### config.mk
export PLATFORM = sky130hd
export DESIGN_NAME = breakout_game_ctrl
export DESIGN_NICKNAME = d
export VERILOG_FILES = /design/src/rtl/breakout_pkg.sv /design/src/rtl/bcd2_counter.sv /design/src/rtl/breakout_game_ctrl.sv
export SDC_FILE = /design/constraint.sdc
export NUM_CORES = 1
export LEC_CHECK = 0
export BUFFER_PORTS_ARGS = -buffer_cell sky130_fd_sc_hd__buf_4
export CORE_MARGIN = 2
export CORE_UTILIZATION = 48
export DETAILED_ROUTE_END_ITERATION = 6
export PLACE_DENSITY = 0.81
export SKIP_CTS_REPAIR_TIMING = 1
export SYNTH_ARGS = -nofsm -noshare
export SYNTH_HDL_FRONTEND = slang
export SYNTH_SLANG_ARGS = --single-unit
### constraint.sdc
create_clock -name clk -period 1.9 [get_ports clk]
set_input_delay 0.19 -clock clk [delete_from_list [all_inputs] [get_ports clk]]
set_output_delay 0.19 -clock clk [all_outputs]
set_load 0.01 [all_outputs]
### src/rtl/breakout_pkg.sv
// Shared definitions for the breakout game: round-state encodings and the
// default game geometry used by both the controller and the graphics block.
package breakout_pkg;

    typedef enum logic [2:0] {
        NEWGAME = 3'd0,
        PLAY    = 3'd1,
        NEWBALL = 3'd2,
        OVER    = 3'd3,
        WIN     = 3'd4
    } game_state_t;

    localparam int BRICK_ROWS      = 6;
    localparam int BRICK_COLS      = 8;
    localparam int DEF_LIVES       = 3;
    localparam int DEF_BRICKS      = BRICK_ROWS * BRICK_COLS;
    localparam int DEF_TIMER_TICKS = 120;

endpackage

### src/rtl/bcd2_counter.sv
// Two-digit BCD score counter: synchronous clear, increment enable,
// wraps 99 -> 00.
module bcd2_counter (
    input  logic       clk,
    input  logic       reset,
    input  logic       clr,
    input  logic       inc,
    output logic [7:0] bcd
);

    logic [3:0] ones_reg;
    logic [3:0] tens_reg;

    always_ff @(posedge clk) begin
        if (!reset || clr) begin
            ones_reg <= 4'd0;
            tens_reg <= 4'd0;
        end else if (inc) begin
            if (ones_reg == 4'd9) begin
                ones_reg <= 4'd0;
                tens_reg <= (tens_reg == 4'd9) ? 4'd0 : tens_reg + 4'd1;
            end else begin
                ones_reg <= ones_reg + 4'd1;
            end
        end
    end

    assign bcd = {tens_reg, ones_reg};

endmodule

### src/rtl/breakout_game_ctrl.sv
// Round sequencer for breakout: state machine, lives/bricks bookkeeping,
// hit edge detection, BCD score and the refresh-tick pause timer.
module breakout_game_ctrl
    import breakout_pkg::*;
#(
    parameter int LIVES       = DEF_LIVES,
    parameter int BRICKS      = DEF_BRICKS,
    parameter int TIMER_TICKS = DEF_TIMER_TICKS
) (
    input  logic       clk,
    input  logic       reset,
    input  logic [4:0] btn,
    input  logic       refr_tick,
    input  logic       hit,
    input  logic       miss,
    output logic       gra_still,
    output logic [2:0] game_state,
    output logic [1:0] lives,
    output logic [7:0] score,
    output logic [5:0] bricks_left,
    output logic       timer_done
);

    localparam int TW = $clog2(TIMER_TICKS + 1);
    localparam logic [1:0]    LIVES_INIT  = 2'(LIVES);
    localparam logic [5:0]    BRICKS_INIT = 6'(BRICKS);
    localparam logic [TW-1:0] TIMER_LOAD  = TW'(TIMER_TICKS);

    game_state_t   state_reg;
    logic          gra_still_reg;
    logic [1:0]    lives_reg;
    logic [5:0]    bricks_reg;
    logic [TW-1:0] timer_reg;
    logic          hit_d_reg;

    logic hit_pulse;
    logic in_play;
    logic win_now;
    logic timer_zero;
    logic timer_load;
    logic score_clr;
    logic score_inc;

    assign hit_pulse  = hit & ~hit_d_reg;
    assign in_play    = (state_reg == PLAY);
    assign win_now    = in_play && hit_pulse && (bricks_reg == 6'd1);
    assign timer_zero = (timer_reg == '0);
    // Every exit from PLAY enters a paused state, so that is when the timer loads.
    assign timer_load = win_now || (in_play && miss);
    assign score_clr  = ((state_reg == OVER) || (state_reg == WIN)) && timer_zero;
    assign score_inc  = in_play && hit_pulse;

    always_ff @(posedge clk) begin
        if (!reset) begin
            hit_d_reg <= 1'b0;
        end else begin
            hit_d_reg <= hit;
        end
    end

    always_ff @(posedge clk) begin
        if (!reset) begin
            timer_reg <= '0;
        end else if (timer_load) begin
            timer_reg <= TIMER_LOAD;
        end else if (refr_tick && !timer_zero) begin
            timer_reg <= timer_reg - TW'(1);
        end
    end

    always_ff @(posedge clk) begin
        if (!reset) begin
            state_reg     <= NEWGAME;
            gra_still_reg <= 1'b1;
            lives_reg     <= LIVES_INIT;
            bricks_reg    <= BRICKS_INIT;
        end else begin
            case (state_reg)
                NEWGAME: begin
                    if (btn != '0) begin
                        state_reg     <= PLAY;
                        gra_still_reg <= 1'b0;
                    end
                end
                PLAY: begin
                    if (hit_pulse) begin
                        bricks_reg <= bricks_reg - 6'd1;
                    end
                    if (miss) begin
                        lives_reg <= lives_reg - 2'd1;
                    end
                    // Clearing the wall wins even if the last ball was lost.
                    if (win_now) begin
                        state_reg     <= WIN;
                        gra_still_reg <= 1'b1;
                    end else if (miss) begin
                        state_reg     <= (lives_reg == 2'd1) ? OVER : NEWBALL;
                        gra_still_reg <= 1'b1;
                    end
                end
                NEWBALL: begin
                    if (timer_zero && (btn != '0)) begin
                        state_reg     <= PLAY;
                        gra_still_reg <= 1'b0;
                    end
                end
                OVER, WIN: begin
                    if (timer_zero) begin
                        state_reg  <= NEWGAME;
                        lives_reg  <= LIVES_INIT;
                        bricks_reg <= BRICKS_INIT;
                    end
                end
                default: begin
                    state_reg     <= NEWGAME;
                    gra_still_reg <= 1'b1;
                end
            endcase
        end
    end

    bcd2_counter u_score (
        .clk   (clk),
        .reset (reset),
        .clr   (score_clr),
        .inc   (score_inc),
        .bcd   (score)
    );

    assign gra_still   = gra_still_reg;
    assign game_state  = state_reg;
    assign lives       = lives_reg;
    assign bricks_left = bricks_reg;
    assign timer_done  = timer_zero;

endmodule

==> out/results.txt <==
Clk slew on worst S/H paths - 0.15 ns
Min-delay worst type - in -> reg
Synth async-reset ratio - 0%
Logic gate share of total power - 48.5%
Initial DRC count - 63
Via density per instance - 5.421
Area leader, netlist - dfxtp_1
# placed instances - 261
CP top delay family - simple AND/OR/NAND/NOR gates
Overall Global Routing Usage - 19.41%
Clock sink count - 28
Num ports - 31
Die Height - 60.92 um
Syn Inst Count - 186
Sequential share of the synthesized area - 36.04%
Final Hold Vio Count - 0
Vias in the first global route - 1,290
Internal Pwr Total - 1364 uW
Fmax - 0.5583 GHz
Max FFs per register - 7
# diodes - 0
Share of power burned in registers - 38.6%
Post-synth net total - 201
Worst-Margin Slew - 0.3838 ns
Post-synth EDFFs - 0
Critical path peak fanout - 8
CTS Buf Count - 3
Clock skew - 0.006494 ns
Data arrival, critical path - 1.60 ns
Max_cap viols - 0
Dominant synthesized flop cell - dfxtp_1
Vias - 1,442
Sw Share - 39.58%
First-pass GRT wire length - 5.547 mm
H-tree depth - 1
Clock tree from TritonCTS - done
Top cells by area, synth - dfxtp_1 (36%), a21oi_1 (6.1%), nor2_1 (4.1%), ha_1 (4.0%), xor2_1 (3.4%)
Tmin final - 1.791 ns
Total die area - 3711 sq um
Drt total wl - 3.317 mm
Critical Path Start Type - flop
Required time worst endpoint - 1.71 ns
Tcrit/Tclk final - 94.27%
Leak - 0.0008092 uW
Clk_lat worst skew - 0.32 ns
Max IR drop VDD - 0.0008088 V
Mapped Area - 1555 sq um
Power Dens Cells - 1185 nW/um^2
Yosys warnings - 0
Antenna-violating nets left - 0
Fillers - 281
Post-synth top cells - dfxtp_1 (28), a21oi_1 (19), nor2_1 (17)
CP Cell Sequence - nor4_4, nand2_2, buf_4, inv_1, buf_4
Post-layout net count - 238
Slew Limit Headroom - 74.38%
Most frequent CP cell - buf_4
HPWL Detailed - 2.550 mm
GRT overflow - 0
Clock power frac - 12.9%
Placement row count - 20
Critical path endpoint category - output port
Initial antenna violation count - 0
Max clock buf depth - 2
Die width - 60.92 um
Final cell count without fillers - 266
Top cell type's share of synthesized area - 36.04%
TritonRoute pass-1 iters - 4
DRC - 0
Status - completed
Synth cell types - 47
Syn avg cell area - 8.362 sq um
CTS root buf - clkbuf_4
Largest net degree at the start of global routing - 16
Final Max Tran Viols - 0
Global placement routability congestion - 0.8478
Number of port buffers - 30
Critical path class - reg -> out
Crit-path max cell delay - 0.40 ns
Initial Util - 50.53%
Synth Register Bits - 28
Wire per inst - 12.47 um
Total core area - 3078 sq um
Area growth syn-to-layout - 22.45%
NetSw - 893.4 uW
Setup violations, final - 0
Fin Setup TNS - 0 ns
Bufs and invs on worst path - 3
Ratio of cells with drive above 1 in the final layout - 24.32%
Max stage delay cell, worst path - nor4_4
Most numerous cell in the Yosys netlist - dfxtp_1
[power by group through the flow]
| stage | sequential, uW | combinational [uW] | clock [uW] |
|---|---|---|---|
| after CTS | 866 | 1050 | 303 |
| after floorplan | 857 | 720 | 0 |
| after global routing | 889 | 1220 | 332 |
| after detailed placement | 880 | 1040 | 0 |
| after global placement | 873 | 1030 | 0 |
| final | 871 | 1100 | 291 |
[kinds of logic (layout without fill, tap and decap cells)]
| group | Yosys count | in the layout | synth area share, % |
|---|---|---|---|
| and+or+nand+nor | 73 | 73 | 29.12 |
| AOI/OAI and AO/OA | 49 | 49 | 18.50 |
| DFF | 28 | 28 | 36.04 |
| buffers and inverters | 19 | 55 | 5.470 |
| xor gates and xnor gates | 11 | 11 | 6.195 |
| adders and majority gates | 5 | 5 | 4.023 |
| muxes | 1 | 1 | 0.6436 |
[worst register-to-register path, delay by kind of cell (launching register included)]
kind	cells	cell delay, ns
AOI/OAI and AO/OA	3	0.56
DFF	1	0.38
and+or+nand+nor	2	0.57
buffers and inverters	1	0.17
[final timing paths]
check	depth (start not counted)	slack (ns)	startpoint	end
min	2	0.1	hit	hit_d_reg
max	5	0.11	timer_reg[2]	timer_done
max reg2reg	6	0.11	timer_reg[2]	bricks_left[1]
min reg2reg	2	0.52	u_score.tens_reg[3]	u_score.tens_reg[3]
[cell type report]
type | instances | area, sq um | share of cell area (%)
clock buffers | 4 | 36.28 | 1.905
repair buffers | 39 | 292.8 | 15.37
inverters | 12 | 45.04 | 2.365
multi-input cells | 139 | 914.6 | 48.03
well taps | 44 | 55.05 | 2.891
flip-flops and latches | 28 | 560.5 | 29.43
[metrics by stage]
stage	util (%)	cell area [sq um]	setup WS [ns]	total power [uW]	hold WS [ns]
floorplan	-	1555	0.3054	1577	0.3117
global placement	60.28	1856	0.2551	1902	0.4321
detailed placement	60.28	1856	0.2162	1919	0.4389
finish	61.87	1904	0.1089	2257	0.09600
global route	61.87	1904	-0.0001757	2445	0.07486
CTS	61.46	1892	0.04451	2214	0.08619
[per-layer routing]
layer / global-route usage, % / up-vias / wire length (um)
met3: 3.412 / 6 / 202
met2: 32.26 / 48 / 1530
li1: - / 729 / -
met5: 0 / - / 0
met4: 6.832 / 0 / 49
met1: 25.32 / 659 / 1535
[placed cells by master (no fill, tap or decap), types with 4 or more instances in the layout]
cell,synthesis,layout
ha_1,5,5
dfxtp_1,28,28
o21ai_1,6,6
nor2_1,17,17
xnor2_1,5,5
a21oi_1,19,19
xor2_1,6,6
inv_1,12,11
nor2b_1,5,4
nand2_1,11,10
buf_4,0,39
o21ai_0,9,9
nor3_1,6,6
Note: power is estimated with default switching activity, not from simulation.
